`src/rtl/rx_cmd_sequencer_pkg.sv`:
```
// rtl/rx_cmd_sequencer_pkg.sv - shared types and constants for the RX command sequencer
// Purpose: FSM state encoding, command opcodes, ALU operand register addresses,
//          and a helper telling which states consume an incoming byte.
// Ports:   none (package).
package rx_cmd_sequencer_pkg;

  typedef enum logic [3:0] {
    S_IDLE,
    S_WR_ADDR,
    S_WR_DATA,
    S_RD_ADDR,
    S_RD_WAIT,
    S_ALU_A,
    S_ALU_B,
    S_ALU_FUN,
    S_ALU_WAIT,
    S_TX_LO,
    S_TX_HI
  } state_t;

  localparam logic [7:0] CMD_RF_WR   = 8'hAA;  // write {addr, data}
  localparam logic [7:0] CMD_RF_RD   = 8'hBB;  // read {addr}
  localparam logic [7:0] CMD_ALU_OPS = 8'hCC;  // ALU with operands {A, B, fun}
  localparam logic [7:0] CMD_ALU_NOP = 8'hDD;  // ALU on stored operands {fun}

  localparam int ALU_A_ADDR = 0;
  localparam int ALU_B_ADDR = 1;

  // States that act on RX bytes; wait and TX states drop them.
  function automatic logic takes_byte(input state_t s);
    case (s)
      S_IDLE, S_WR_ADDR, S_WR_DATA, S_RD_ADDR,
      S_ALU_A, S_ALU_B, S_ALU_FUN: takes_byte = 1'b1;
      default:                     takes_byte = 1'b0;
    endcase
  endfunction

endpackage

```
`src/rtl/rx_cmd_sequencer_if.sv`:
```
// rtl/rx_cmd_sequencer_if.sv - bus bundle between the sequencer and UART RX, register file, ALU and TX FIFO
// Purpose: groups every non-clock/reset signal of the sequencer.
// Ports (master = sequencer view):
//   in : rx_p_data, rx_d_vld, rx_par_err, rx_stp_err   UART receive byte + flags
//   out: rf_wr_en, rf_rd_en, rf_addr, rf_wr_data       register file access
//   in : rf_rd_data, rf_rd_vld                         register file read return
//   out: alu_en, alu_fun, clk_gate_en                  ALU start / opcode / clock gate
//   in : alu_out, alu_out_vld                          ALU result
//   out: tx_p_data, tx_d_vld   in: tx_full             TX FIFO push
interface rx_cmd_sequencer_if #(
  parameter int DATA_W = 8,
  parameter int ADDR_W = 4
);
  logic [DATA_W-1:0]   rx_p_data;
  logic                rx_d_vld;
  logic                rx_par_err;
  logic                rx_stp_err;
  logic                rf_wr_en;
  logic                rf_rd_en;
  logic [ADDR_W-1:0]   rf_addr;
  logic [DATA_W-1:0]   rf_wr_data;
  logic [DATA_W-1:0]   rf_rd_data;
  logic                rf_rd_vld;
  logic                alu_en;
  logic [3:0]          alu_fun;
  logic                clk_gate_en;
  logic [2*DATA_W-1:0] alu_out;
  logic                alu_out_vld;
  logic [DATA_W-1:0]   tx_p_data;
  logic                tx_d_vld;
  logic                tx_full;

  modport master (
    input  rx_p_data, rx_d_vld, rx_par_err, rx_stp_err,
    output rf_wr_en, rf_rd_en, rf_addr, rf_wr_data,
    input  rf_rd_data, rf_rd_vld,
    output alu_en, alu_fun, clk_gate_en,
    input  alu_out, alu_out_vld,
    output tx_p_data, tx_d_vld,
    input  tx_full
  );

  modport slave (
    output rx_p_data, rx_d_vld, rx_par_err, rx_stp_err,
    input  rf_wr_en, rf_rd_en, rf_addr, rf_wr_data,
    output rf_rd_data, rf_rd_vld,
    input  alu_en, alu_fun, clk_gate_en,
    output alu_out, alu_out_vld,
    input  tx_p_data, tx_d_vld,
    output tx_full
  );
endinterface

```
`src/rtl/rx_cmd_sequencer.sv`:
```
// rtl/rx_cmd_sequencer.sv - decodes UART command bytes into register file, ALU and TX FIFO operations
// Purpose: command FSM. AA addr data -> RF write; BB addr -> RF read, result
//          byte sent to TX; CC A B fun -> operands to RF[0]/RF[1], ALU run,
//          16-bit result sent low byte first; DD fun -> ALU run on stored operands.
// Ports:
//   clk  in  system clock, rising edge
//   rst  in  asynchronous active-high reset
//   bus  rx_cmd_sequencer_if.master (see interface file)
// Config: RX_CMD_FRAME_ERR_DROP_EN defined -> bytes flagged with parity/stop
//         error abort the current command and return to IDLE.
module rx_cmd_sequencer #(
  parameter int DATA_W = 8,
  parameter int ADDR_W = 4
) (
  input  logic                  clk,
  input  logic                  rst,
  rx_cmd_sequencer_if.master    bus
);
  import rx_cmd_sequencer_pkg::*;

  state_t              state_q, state_d;
  logic [ADDR_W-1:0]   addr_q, addr_d;
  logic [2*DATA_W-1:0] result_q, result_d;
  logic                two_byte_q, two_byte_d;

  logic                wr_en_q, wr_en_d;
  logic                rd_en_q, rd_en_d;
  logic                alu_en_q, alu_en_d;
  logic                tx_vld_q, tx_vld_d;
  logic [ADDR_W-1:0]   rf_addr_q, rf_addr_d;
  logic [DATA_W-1:0]   rf_wr_data_q, rf_wr_data_d;
  logic [3:0]          alu_fun_q, alu_fun_d;
  logic [DATA_W-1:0]   tx_data_q, tx_data_d;
  logic                gate_q, gate_d;

  logic                byte_ok;
`ifdef RX_CMD_FRAME_ERR_DROP_EN
  logic                byte_err;
  assign byte_err = bus.rx_d_vld & (bus.rx_par_err | bus.rx_stp_err);
  assign byte_ok  = bus.rx_d_vld & ~byte_err;
`else
  logic                unused_err;
  assign unused_err = bus.rx_par_err ^ bus.rx_stp_err;
  assign byte_ok    = bus.rx_d_vld;
`endif

  always_comb begin
    state_d      = state_q;
    addr_d       = addr_q;
    result_d     = result_q;
    two_byte_d   = two_byte_q;
    wr_en_d      = 1'b0;
    rd_en_d      = 1'b0;
    alu_en_d     = 1'b0;
    tx_vld_d     = 1'b0;
    rf_addr_d    = rf_addr_q;
    rf_wr_data_d = rf_wr_data_q;
    alu_fun_d    = alu_fun_q;
    tx_data_d    = tx_data_q;

    case (state_q)
      S_IDLE: if (byte_ok) begin
        if (bus.rx_p_data == DATA_W'(CMD_RF_WR))        state_d = S_WR_ADDR;
        else if (bus.rx_p_data == DATA_W'(CMD_RF_RD))   state_d = S_RD_ADDR;
        else if (bus.rx_p_data == DATA_W'(CMD_ALU_OPS)) state_d = S_ALU_A;
        else if (bus.rx_p_data == DATA_W'(CMD_ALU_NOP)) state_d = S_ALU_FUN;
      end
      S_WR_ADDR: if (byte_ok) begin
        addr_d  = bus.rx_p_data[ADDR_W-1:0];
        state_d = S_WR_DATA;
      end
      S_WR_DATA: if (byte_ok) begin
        wr_en_d      = 1'b1;
        rf_addr_d    = addr_q;
        rf_wr_data_d = bus.rx_p_data;
        state_d      = S_IDLE;
      end
      S_RD_ADDR: if (byte_ok) begin
        rd_en_d   = 1'b1;
        rf_addr_d = bus.rx_p_data[ADDR_W-1:0];
        state_d   = S_RD_WAIT;
      end
      S_RD_WAIT: if (bus.rf_rd_vld) begin
        result_d   = {{DATA_W{1'b0}}, bus.rf_rd_data};
        two_byte_d = 1'b0;
        state_d    = S_TX_LO;
      end
      S_ALU_A: if (byte_ok) begin
        wr_en_d      = 1'b1;
        rf_addr_d    = ADDR_W'(ALU_A_ADDR);
        rf_wr_data_d = bus.rx_p_data;
        state_d      = S_ALU_B;
      end
      S_ALU_B: if (byte_ok) begin
        wr_en_d      = 1'b1;
        rf_addr_d    = ADDR_W'(ALU_B_ADDR);
        rf_wr_data_d = bus.rx_p_data;
        state_d      = S_ALU_FUN;
      end
      S_ALU_FUN: if (byte_ok) begin
        alu_en_d  = 1'b1;
        alu_fun_d = bus.rx_p_data[3:0];
        state_d   = S_ALU_WAIT;
      end
      S_ALU_WAIT: if (bus.alu_out_vld) begin
        result_d   = bus.alu_out;
        two_byte_d = 1'b1;
        state_d    = S_TX_LO;
      end
      S_TX_LO: if (!bus.tx_full) begin
        tx_vld_d  = 1'b1;
        tx_data_d = result_q[DATA_W-1:0];
        state_d   = two_byte_q ? S_TX_HI : S_IDLE;
      end
      S_TX_HI: if (!bus.tx_full) begin
        tx_vld_d  = 1'b1;
        tx_data_d = result_q[2*DATA_W-1:DATA_W];
        state_d   = S_IDLE;
      end
      default: state_d = S_IDLE;
    endcase

`ifdef RX_CMD_FRAME_ERR_DROP_EN
    // A corrupted byte poisons the whole command; no strobe was raised above
    // because byte_ok is low, so only the state needs overriding.
    if (byte_err && takes_byte(state_q)) state_d = S_IDLE;
`endif

    // Registered from the next state so the gate is high exactly while the
    // FSM sits in ALU_FUN or ALU_WAIT.
    gate_d = (state_d == S_ALU_FUN) || (state_d == S_ALU_WAIT);
  end

  always_ff @(posedge clk or posedge rst) begin
    if (rst) begin
      state_q      <= S_IDLE;
      addr_q       <= '0;
      result_q     <= '0;
      two_byte_q   <= 1'b0;
      wr_en_q      <= 1'b0;
      rd_en_q      <= 1'b0;
      alu_en_q     <= 1'b0;
      tx_vld_q     <= 1'b0;
      rf_addr_q    <= '0;
      rf_wr_data_q <= '0;
      alu_fun_q    <= '0;
      tx_data_q    <= '0;
      gate_q       <= 1'b0;
    end else begin
      state_q      <= state_d;
      addr_q       <= addr_d;
      result_q     <= result_d;
      two_byte_q   <= two_byte_d;
      wr_en_q      <= wr_en_d;
      rd_en_q      <= rd_en_d;
      alu_en_q     <= alu_en_d;
      tx_vld_q     <= tx_vld_d;
      rf_addr_q    <= rf_addr_d;
      rf_wr_data_q <= rf_wr_data_d;
      alu_fun_q    <= alu_fun_d;
      tx_data_q    <= tx_data_d;
      gate_q       <= gate_d;
    end
  end

  assign bus.rf_wr_en    = wr_en_q;
  assign bus.rf_rd_en    = rd_en_q;
  assign bus.rf_addr     = rf_addr_q;
  assign bus.rf_wr_data  = rf_wr_data_q;
  assign bus.alu_en      = alu_en_q;
  assign bus.alu_fun     = alu_fun_q;
  assign bus.clk_gate_en = gate_q;
  assign bus.tx_p_data   = tx_data_q;
  assign bus.tx_d_vld    = tx_vld_q;

endmodule
```
`src/flat_wrapper.sv`:
```
// flat-port wrapper written by rule: the top's interface ports become plain ports
module rx_cmd_sequencer_flat import rx_cmd_sequencer_pkg::*;
#(
  parameter int DATA_W = 8,
  parameter int ADDR_W = 4
)
  (clk, rst, bus_rx_p_data, bus_rx_d_vld, bus_rx_par_err, bus_rx_stp_err, bus_rf_wr_en, bus_rf_rd_en, bus_rf_addr, bus_rf_wr_data, bus_rf_rd_data, bus_rf_rd_vld, bus_alu_en, bus_alu_fun, bus_clk_gate_en, bus_alu_out, bus_alu_out_vld, bus_tx_p_data, bus_tx_d_vld, bus_tx_full);
  rx_cmd_sequencer_if #(.DATA_W(DATA_W), .ADDR_W(ADDR_W)) bus_i ();
  input  logic clk;
  input  logic rst;
  input wire logic [$bits(bus_i.rx_p_data)-1:0] bus_rx_p_data;
  input wire logic [$bits(bus_i.rx_d_vld)-1:0] bus_rx_d_vld;
  input wire logic [$bits(bus_i.rx_par_err)-1:0] bus_rx_par_err;
  input wire logic [$bits(bus_i.rx_stp_err)-1:0] bus_rx_stp_err;
  output wire logic [$bits(bus_i.rf_wr_en)-1:0] bus_rf_wr_en;
  output wire logic [$bits(bus_i.rf_rd_en)-1:0] bus_rf_rd_en;
  output wire logic [$bits(bus_i.rf_addr)-1:0] bus_rf_addr;
  output wire logic [$bits(bus_i.rf_wr_data)-1:0] bus_rf_wr_data;
  input wire logic [$bits(bus_i.rf_rd_data)-1:0] bus_rf_rd_data;
  input wire logic [$bits(bus_i.rf_rd_vld)-1:0] bus_rf_rd_vld;
  output wire logic [$bits(bus_i.alu_en)-1:0] bus_alu_en;
  output wire logic [$bits(bus_i.alu_fun)-1:0] bus_alu_fun;
  output wire logic [$bits(bus_i.clk_gate_en)-1:0] bus_clk_gate_en;
  input wire logic [$bits(bus_i.alu_out)-1:0] bus_alu_out;
  input wire logic [$bits(bus_i.alu_out_vld)-1:0] bus_alu_out_vld;
  output wire logic [$bits(bus_i.tx_p_data)-1:0] bus_tx_p_data;
  output wire logic [$bits(bus_i.tx_d_vld)-1:0] bus_tx_d_vld;
  input wire logic [$bits(bus_i.tx_full)-1:0] bus_tx_full;
  assign bus_i.rx_p_data = bus_rx_p_data;
  assign bus_i.rx_d_vld = bus_rx_d_vld;
  assign bus_i.rx_par_err = bus_rx_par_err;
  assign bus_i.rx_stp_err = bus_rx_stp_err;
  assign bus_rf_wr_en = bus_i.rf_wr_en;
  assign bus_rf_rd_en = bus_i.rf_rd_en;
  assign bus_rf_addr = bus_i.rf_addr;
  assign bus_rf_wr_data = bus_i.rf_wr_data;
  assign bus_i.rf_rd_data = bus_rf_rd_data;
  assign bus_i.rf_rd_vld = bus_rf_rd_vld;
  assign bus_alu_en = bus_i.alu_en;
  assign bus_alu_fun = bus_i.alu_fun;
  assign bus_clk_gate_en = bus_i.clk_gate_en;
  assign bus_i.alu_out = bus_alu_out;
  assign bus_i.alu_out_vld = bus_alu_out_vld;
  assign bus_tx_p_data = bus_i.tx_p_data;
  assign bus_tx_d_vld = bus_i.tx_d_vld;
  assign bus_i.tx_full = bus_tx_full;
  rx_cmd_sequencer #(.DATA_W(DATA_W), .ADDR_W(ADDR_W)) u_core (.clk(clk), .rst(rst), .bus(bus_i));
endmodule
```
`config.mk`:
```
export PLATFORM = sky130hd
export DESIGN_NAME = rx_cmd_sequencer_flat
export DESIGN_NICKNAME = d
export VERILOG_FILES = /design/src/rtl/rx_cmd_sequencer_pkg.sv /design/src/rtl/rx_cmd_sequencer_if.sv /design/src/rtl/rx_cmd_sequencer.sv /design/src/flat_wrapper.sv
export SDC_FILE = /design/constraint.sdc
export NUM_CORES = 1
export LEC_CHECK = 0
export ABC_CLOCK_PERIOD_IN_PS = 2100
export CAP_MARGIN = 20
export CORE_MARGIN = 10
export CORE_UTILIZATION = 24
export DETAILED_ROUTE_END_ITERATION = 7
export DONT_BUFFER_PORTS = 1
export GPL_TIMING_DRIVEN = 0
export SETUP_SLACK_MARGIN = 0.02
export SLEW_MARGIN = 15
export SYNTH_ARGS = -nofsm -noshare
export SYNTH_HDL_FRONTEND = slang
export SYNTH_SLANG_ARGS = --single-unit
```
`constraint.sdc`:
```
create_clock -name clk -period 2.1 [get_ports clk]
set_input_delay 0.63 -clock clk [delete_from_list [all_inputs] [get_ports clk]]
set_output_delay 0.63 -clock clk [all_outputs]
set_load 0.03 [all_outputs]
```
==> Yosys cells after proc, flatten, opt, wreduce, memory -nomap -nowiden <==
Index checks and enable logic that the tools add are counted.
{ "totals": {"output_inout_bits": 29, "romBits": 0, "mem_bits_rw": 0, "register_bits": 54, "elab_cells": 87, "latch_bits": 0, "n_memories": 0, "input_bits": 40} }
{ "classes": {"addsub": 0, "order_cmp": 0, "div": 0, "reduce_logical": 13, "n_shift": 0, "mul": 0, "mux": 37, "n_eq_ne": 24, "bitwise": 0} }
{ "ops": {"columns": ["cell", "count"], "rows": [
  ["2-to-1 mux 4 bit", 20],
  ["one-hot mux 4 bit (11 select lines)", 1],
  ["== test 8 bit, second input constant", 4],
  ["2-to-1 mux 16 bit", 2],
  ["one-hot mux 16 bit (2 select lines)", 1],
  ["== test 4 x 3 -> 1 bit, second input constant", 5],
  ["== test 4 bit, second input constant", 4],
  ["2-to-1 mux 8 bit", 2],
  ["inequality test 2 bit, second input constant", 8],
  ["one-hot mux 4 bit (4 select lines)", 1],
  ["one-hot mux 8 bit (2 select lines)", 1],
  ["== test 4 x 2 -> 1 bit, second input constant", 2],
  ["2-to-1 mux 1 bit", 8],
  ["AND reduction 2 bit", 3],
  ["AND reduction 3 bit", 2],
  ["AND reduction 5 bit", 1],
  ["== test 4 x 1 -> 1 bit, second input constant", 1],
  ["logical NOT 4 bit", 1],
  ["nonzero test 2 bit", 2],
  ["nonzero test 4 bit", 1],
  ["OR reduction 3 bit", 1],
  ["one-hot mux 1 bit (2 select lines)", 1],
  ["OR reduction 2 bit", 1],
  ["logical OR 1 bit", 1]
]} }

==> Logic depth before layout (Yosys ltp) <==
Gate-level depths: netlist (run 1).
{ "depth": {"word_depth": 9, "mapped_depth": 8, "ltp_nobuf": 5} }

==> Least setup slack after synthesis (run 1) <==
Ideal clock, no wire load.
{ "synth_timing": {"path_type": "input to register", "from": "in bus_rx_d_vld", "to": "reg u_core.addr_q[0]", "path_stages": 3, "arrival_time_ps": 1451, "slack_ps": 524, "cell_sequence": "inv_1 > nor4_2 > mux2_2"} }
{ "synth_via": {"elab_chain_len": 1} }
{ "synth_lines": {"columns": ["element", "line_no", "source"], "rows": [
  ["start, declared", "flat_wrapper.sv:12", "input wire logic [$bits(bus_i.rx_d_vld)-1:0] bus_rx_d_vld;"],
  ["AND reduction 2 bit (no source line)", null, null],
  ["end signal, assigned", "rx_cmd_sequencer.sv:151", "addr_q <= addr_d;"],
  ["end, declared", "rx_cmd_sequencer.sv:22", "logic [ADDR_W-1:0] addr_q, addr_d;"]
]} }
No other way between the ends.
A chain may end at the register's enable or synchronous reset.

==> Final worst setup path (run 1) <==
{ "layout_timing": {"from": "reg u_core.state_q[3]", "to": "reg u_core.rf_addr_q[3] (netlist: u_core.bus.rf_addr[3])"} }
{ "layout_via": {"elab_chain_len": 3, "word_cells_on_any_way": 11, "cone_classes": "8 x eq/ne; 1 x mux; 2 x reduce/logical"} }
{ "layout_lines": {"columns": ["element", "line_no", "source"], "rows": [
  ["start, declared", "rx_cmd_sequencer.sv:21", "state_t state_q, state_d;"],
  ["start signal, assigned", "rx_cmd_sequencer.sv:150", "state_q <= state_d;"],
  ["== test 4 x 2 -> 1 bit or == test 4 x 3 -> 1 bit (tied branches)", "rx_cmd_sequencer.sv:61", "case (state_q)"],
  ["nonzero test 4 bit (no source line) or inequality test 2 bit (tied branches)", null, null],
  ["AND reduction 5 bit (no source line)", null, null],
  ["end signal, assigned", "rx_cmd_sequencer.sv:158", "rf_addr_q <= rf_addr_d;"],
  ["end, declared", "rx_cmd_sequencer.sv:30", "logic [ADDR_W-1:0] rf_addr_q, rf_addr_d;"]
]} }
Several ways; a longest one is shown, not always the timed one.

==> results of run 1 <==
==> stage by stage <==
stage,hold slack [ns],instances,TNS (ns),total power [mW],setup slack (ns)
3_3_place_gp,0.463,369,-22.14,3.45,-0.412
6_report,0.263,378,0,4.04,0.346
4_1_cts,0.278,378,0,4.11,0.332
2_1_floorplan,0.449,229,0,3.18,0.155
3_5_place_dp,0.471,370,0,3.50,0.334
5_1_grt,0.287,378,0,4.38,0.148
==> Yosys cell counts, types with 2 or more instances <==
master    count  area [µm²]
mux2_2       17         191
buf_2         8        40.0
dfrtp_1      54        1350
a22o_1       12         105
nor4bb_1      2        20.0
buf_4         5        37.5
inv_1         4        15.0
nor3_1        3        15.0
mux2_4        3        45.0
xnor2_1       2        17.5
nand2_1      22        82.6
nor4_2        2        25.0
nor2b_1       7        43.8
or3_1         2        12.5
mux2i_1      18         180
a21oi_1       4        20.0
and3_1        2        12.5
o21ai_1       8        40.0
nand2b_1      5        31.3
nor2_1        6        22.5
and3b_1       2        17.5
and2_1        4        25.0
a31oi_1       4        25.0
a21o_1        2        15.0
nand3b_1      2        15.0
o21ai_0      12        60.1
==> final timing paths <==
check,endpoint,cells past startpoint
worst max-delay path,u_core.bus.rf_addr[3],5
worst min-delay path,u_core.bus.tx_p_data[1],1
worst max register to register,u_core.bus.rf_addr[3],5
worst min register to register,u_core.result_q[5],2
max in group asynchronous,u_core.bus.rf_wr_data[0],2
min in group clk,u_core.two_byte_q,1
==> kinds of logic (layout without fill, tap and decap cells) <==
group,Yosys count,after routing,share of synthesized area (%)
compound gates,50,50,12.8
flops,54,54,51.8
mux,38,38,16.0
xor+xnor,2,2,0.671
simple gates,66,66,14.6
buf+inv,19,28,4.17
==> worst max-delay path, delay by kind of cell, from the launching register on <==
| family | cells | cell delay [ns] |
|---|---|---|
| flip-flops | 1 | 0.45 |
| AND/OR/NAND/NOR | 4 | 0.91 |
| multiplexers | 1 | 0.29 |
==> cell type report <==
cell class	count	area, µm²
buffer	15	93.8
multi-input combinational	156	1150
fill	1159	7850
tap	140	175
clock buffer	7	86.3
timing repair buffer	1	20.0
inverter	4	15.0
sequential	54	1350
clock inverter	1	5.00
==> sequential cells by signal, summed over array words and instances (netlist names) <==
name	flops
u_core.bus.rf_rd_en	1
u_core.two_byte_q	1
u_core.bus.tx_d_vld	1
u_core.bus.alu_fun	4
u_core.addr_q	4
u_core.bus.rf_addr	4
u_core.bus.rf_wr_en	1
u_core.result_q	16
u_core.state_q	4
u_core.bus.alu_en	1
u_core.bus.tx_p_data	8
u_core.bus.rf_wr_data	8
u_core.bus.clk_gate_en	1
==> layer usage <==
metal	share of wire, %	vias to the layer above	wire length (µm)
li1	-	832	-
met1	47	828	3010
met2	44	59	2820
met3	8.9	5	573
met4	0.68	0	44
met5	0	-	0
==> where the power goes <==
| group | switching [mW] | internal (mW) | leakage, nW | total (mW) |
|---|---|---|---|---|
| Clock | 0.329 | 0.267 | 0.0482 | 0.596 |
| Sequential | 0.737 | 1.46 | 0.684 | 2.20 |
| Combinational | 0.606 | 0.642 | 0.509 | 1.25 |
==> results.ini, run 1 <==
[cts]
cts_hold_buf = 0
cts_tree = done
h-tree-depth = 2
postCtsSetupBuffers = 0
clk-insertion-delay-late_ns = 0.30
cts_num_sinks = 54
clk_pin_slew_ns = 0.09
cts_resized = 0
cts-root-buf = clkbuf_8
cts_made_buffers = 5
cts_buffer_depth = 2

[die]
die_w_um = 124
fp-row-count = 38
die_h_um = 124
ios = 69
initial_core_util_pct = 24.3
core-area_mm2 = 0.0107
die_area_mm2 = 0.0154

[global_routing]
grt_use_total_pct = 8.40
grtUsageMet2_pct = 12.7
met3_usage_pct = 3.83
grt_util_met1_pct = 10.6
grt_pass1_wl_mm = 10.6
grt_pass1_vias = 1894
grt_overflow_total = 0
busiest_layer = met2
grt_max_degree = 29
antenna_found_initial = 0

[drt]
drt_iter0_markers = 125
drc = 0
finalWirelength_mm = 6.44
firstDrtPassIters = 4
viasPerCell = 4.56
vias = 1724
wire_per_inst_um = 17.0
antenna_left = 0

[placement]
place.gp.congestion = 0.742
dp_hpwl_mm = 5.03
dpl-instance-area_mm2 = 0.00281
port_buffers = 0

[critical_path]
rr_startpoint = u_core.state_q[3]
required_ns = 2.30
crit_chain = nand2b_1 > nor3b_2 > and2_1 > or2_4 > mux2_4
critPathMaxStageDelay_ns = 0.45
critPathKind = reg -> reg
crit_start = u_core.state_q[3]
path_max_fanout = 6
cp.arrival_ns = 1.95
start_kind = flop
r2r_setup_slack_ns = 0.35
cp-end-kind = flop
crit_slowest_cell = dfrtp_1

[timing]
fin_crit_sh_pct = 83.5
grt_setup_unrepaired = no
max_slew_margin_pct = 60.5
skew_ns = 0.00376
hold_viol = 0
fin_crit_ns = 1.75
max_freq_ghz = 0.570
setup_viol = 0
tightest_slew_ns = 0.592
slew_violations = 0

[cells_and_area]
drive_above_1_share_pct = 21.0
post-route-util_pct = 27.0
syn_to_final_growth_pct = 11.0
final_cell_mix = 54 x dfrtp_1, 22 x nand2_1, 18 x mux2i_1
layout_commonest_cell = dfrtp_1
num-nets-final = 277
final_area_mm2 = 0.00290
insertedDiodeCount = 0

[logic_synthesis]
syn_nets = 269
synth_seq_cells = 54
yosys_warnings = 0
ys_async_sr_fraction_pct = 100
ys_seq_area_share_pct = 51.8
yosysUniqueCellTypes = 43
postSynthAreaPerCell_um2 = 11.4
syn_inst = 229
synth-edff-count = 0
synth_top_flop_cell = dfrtp_1
syn-cell-area_mm2 = 0.00261

[min_path]
holdCritPathClass = in -> async

[run_status]
status = completed

[power]
leakagePower_nw = 1.24
power_density_mw_per_mm2 = 1390
vdd_drop_max_v = 0.000629

[job]
maxCapViolCount = 0

Note: power is estimated with default switching activity, not from simulation.
==> run 2: changes to the inputs <==
ABC_CLOCK_PERIOD_IN_PS = 1610   (was 2100)
clock period = 1.61 ns   (was 2.1 ns; I/O delays follow)
==> run 2 against run 1 <==
The run now ends with setup timing left. Clock skew up 0.0023 ns. Combinational power up 70%. Critical path type unchanged. Core utilization up 3.2 points. Critical endpoint is now u_core.bus.clk_gate_en. Setup slack worse by 0.36 ns. Maximum frequency up 8.1%. Clock-buffer cell count down 2. Register-to-register slack worse by 0.36 ns.
==> results.ini, run 2 (synthesized netlist as in run 1, its figures left out) <==
[run_status]
status = complete, but fails checks  ; was completed
violations = setup timing

[timing]
grt_setup_unrepaired = yes  ; was no
holdWs_ns = 0.0457  ; was 0.263 ns
tightest_slew_ns = 0.476  ; was 0.592 ns
hold_viol = 0  ; unchanged
fin_ws_ns = -0.0130  ; was 0.346 ns
max_slew_margin_pct = 68.2  ; was 60.5%
max_freq_ghz = 0.616  ; was 0.570 GHz
setup_viol = 9  ; was 0
fin_crit_ns = 1.62  ; was 1.75 ns
fin_crit_sh_pct = 101  ; was 83.5%
skew_ns = 0.00604  ; was 0.00376 ns
slew_violations = 0  ; unchanged

[global_routing]
grt_use_total_pct = 8.87  ; was 8.40%
grt_util_met1_pct = 10.5  ; was 10.6%
busiest_layer = met2  ; unchanged
grt_max_degree = 36  ; was 29
grt_pass1_wl_mm = 11.2  ; was 10.6 mm
grt_pass1_vias = 2014  ; was 1894
grt_overflow_total = 0  ; unchanged
antenna_found_initial = 0  ; unchanged
grtUsageMet2_pct = 14.3  ; was 12.7%
met3_usage_pct = 4.17  ; was 3.83%

[power]
p_comb_share_pct = 35.9  ; was 30.9%
power.internal_mw = 3.56  ; was 2.37 mW
vdd_drop_max_v = 0.000905  ; was 0.000629 V
power_density_mw_per_mm2 = 1830  ; was 1390 mW/mm²
seqPwrFrac_pct = 48.9  ; was 54.3%
switching_power_mw = 2.39  ; was 1.67 mW
leakagePower_nw = 1.40  ; was 1.24 nW
pwr-share-clk_pct = 15.2  ; was 14.7%
switching_share_pct = 40.1  ; was 41.4%

[cells_and_area]
syn_to_final_growth_pct = 24.2  ; was 11.0%
post-route-util_pct = 30.2  ; was 27.0%
num-nets-final = 291  ; was 277
final_area_mm2 = 0.00324  ; was 0.00290 mm²
regMostFlops = u_core.result_q  ; unchanged
layout_commonest_cell = dfrtp_1  ; unchanged
drive_above_1_share_pct = 33.3  ; was 21.0%
insertedDiodeCount = 0  ; unchanged
regArea_mm2 = 0.00135  ; about the same
finalNonFillerCells = 392  ; was 378
n_fill_cell = 1135  ; was 1159
multiInputGateArea_mm2 = 0.00129  ; was 0.00115 mm²
final_cell_mix = 52 x dfrtp_1, 22 x nand2_1, 17 x buf_4  ; was 54 x dfrtp_1, 22 x nand2_1, 18 x mux2i_1
largest_register_ff_count = 16  ; unchanged

[placement]
place_inst = 370  ; unchanged
place_ws_ns = -0.144  ; was 0.334 ns
dpl-instance-area_mm2 = 0.00281  ; about the same
dp_hpwl_mm = 5.15  ; was 5.03 mm
port_buffers = 0  ; unchanged
place.gp.congestion = 0.786  ; was 0.742

[cts]
cts_tree = done  ; unchanged
clk_pin_slew_ns = 0.10  ; was 0.09 ns
h-tree-depth = 2  ; unchanged
clk-insertion-delay-late_ns = 0.31  ; was 0.30 ns
cts-root-buf = clkbuf_8  ; unchanged
cts_num_sinks = 54  ; unchanged
cts_buffer_depth = 2  ; unchanged
cts_made_buffers = 5  ; unchanged

[critical_path]
required_ns = 1.80  ; was 2.30 ns
start_kind = flop  ; unchanged
critPathMaxStageDelay_ns = 0.50  ; was 0.45 ns
crit_chain = buf_6 > and2_1 > a22o_1 > a32o_1 > o2111ai_1 > mux2i_1  ; was nand2b_1 > nor3b_2 > and2_1 > or2_4 > mux2_4
path_max_fanout = 10  ; was 6
crit_slowest_cell = dfrtp_2  ; was dfrtp_1
cp-end-kind = flop  ; unchanged
cp.arrival_ns = 1.81  ; was 1.95 ns
critPathKind = reg -> reg  ; unchanged

[drt]
viasPerCell = 4.57  ; was 4.56
drc = 0  ; unchanged
antenna_left = 0  ; unchanged
wire_per_inst_um = 17.6  ; was 17.0 µm
drt_iter0_markers = 114  ; was 125
firstDrtPassIters = 4  ; unchanged
vias = 1791  ; was 1724
finalWirelength_mm = 6.91  ; was 6.44 mm

[die]
die_area_mm2 = 0.0154  ; unchanged
die_h_um = 124  ; unchanged
initial_core_util_pct = 24.3  ; unchanged
ios = 69  ; unchanged
fp-row-count = 38  ; unchanged
core-area_mm2 = 0.0107  ; unchanged
die_w_um = 124  ; unchanged

[min_path]
holdCritPathClass = in -> async  ; unchanged

[job]
maxCapViolCount = 0  ; unchanged

run 2: changes by cell type in the layout (fill, tap and decap cells not counted), sizes merged:
cell	before	now
inv	4	3
clkinvlp	0	1
bufinv	0	1
clkinv	1	2
buf	15	30
clkbuf	8	5
run 2: layout make-up:
| class | count | area share (%) |
|---|---|---|
| flip-flops and latches | 54 | 41.8 |
| multi-input cells | 156 | 40.0 |
| well taps | 140 | 5.41 |
| repair buffers | 16 | 4.59 |
| plain buffers | 14 | 4.32 |
| clock buffers | 5 | 2.12 |
| clock inverters | 3 | 1.24 |
| inverters | 4 | 0.579 |
run 2: final timing paths:
| check | from | endpoint | slack, ns | depth (start not counted) |
|---|---|---|---|---|
| worst max-delay path | u_core.state_q[0] | u_core.bus.clk_gate_en | -0.01 | 6 |
| worst min-delay path | rst | u_core.bus.tx_d_vld | 0.05 | 1 |
| worst max register to register | u_core.state_q[0] | u_core.bus.clk_gate_en | -0.01 | 6 |
| worst min register to register | u_core.result_q[6] | u_core.result_q[6] | 0.49 | 2 |
| max in group asynchronous | rst | u_core.state_q[0] | 1.02 | 2 |
| min in group clk | bus_rf_rd_vld | u_core.two_byte_q | 0.26 | 1 |
run 2: per-layer routing:
metal | share of wire, % | wire length (µm)
met1 | 44 | 3060
met4 | 0.65 | 45
met3 | 9.5 | 657
met2 | 46 | 3150
met5 | 0 | 0
run 2: critical path: cells and delay by family, from the launching register on:
family / cells / cell delay [ns]
compound gates: 3 / 0.58
buf+inv: 1 / 0.17
flops: 1 / 0.50
mux: 1 / 0.09
simple gates: 1 / 0.16
run 2: power groups by stage:
stage	Sequential [mW]	Combinational [mW]	Clock, mW
2_1_floorplan	2.77	1.38	0
3_3_place_gp	2.91	1.60	0
3_5_place_dp	2.93	1.65	0
4_1_cts	2.91	1.93	0.937
5_1_grt	3.00	2.37	0.998
6_report	2.91	2.13	0.905
run 2: repair_timing:
| item | CTS | global route |
|---|---|---|
| setup buffers | 8 | 6 |
| gates cloned | 1 | 0 |
| gates resized for setup | 29 | 31 |
| pin swaps | 4 | 4 |
| setup endpoints to repair | 45 | 48 |
| hold buffers | 0 | 0 |
run 2: per-stage QoR:
| step | power (mW) | setup TNS [ns] |
|---|---|---|
| 2_1_floorplan | 4.15 | 0 |
| 3_3_place_gp | 4.51 | -1.82 |
| 3_5_place_dp | 4.57 | -2.23 |
| 4_1_cts | 5.78 | -0.681 |
| 5_1_grt | 6.38 | -1.74 |
| 6_report | 5.95 | -0.0515 |
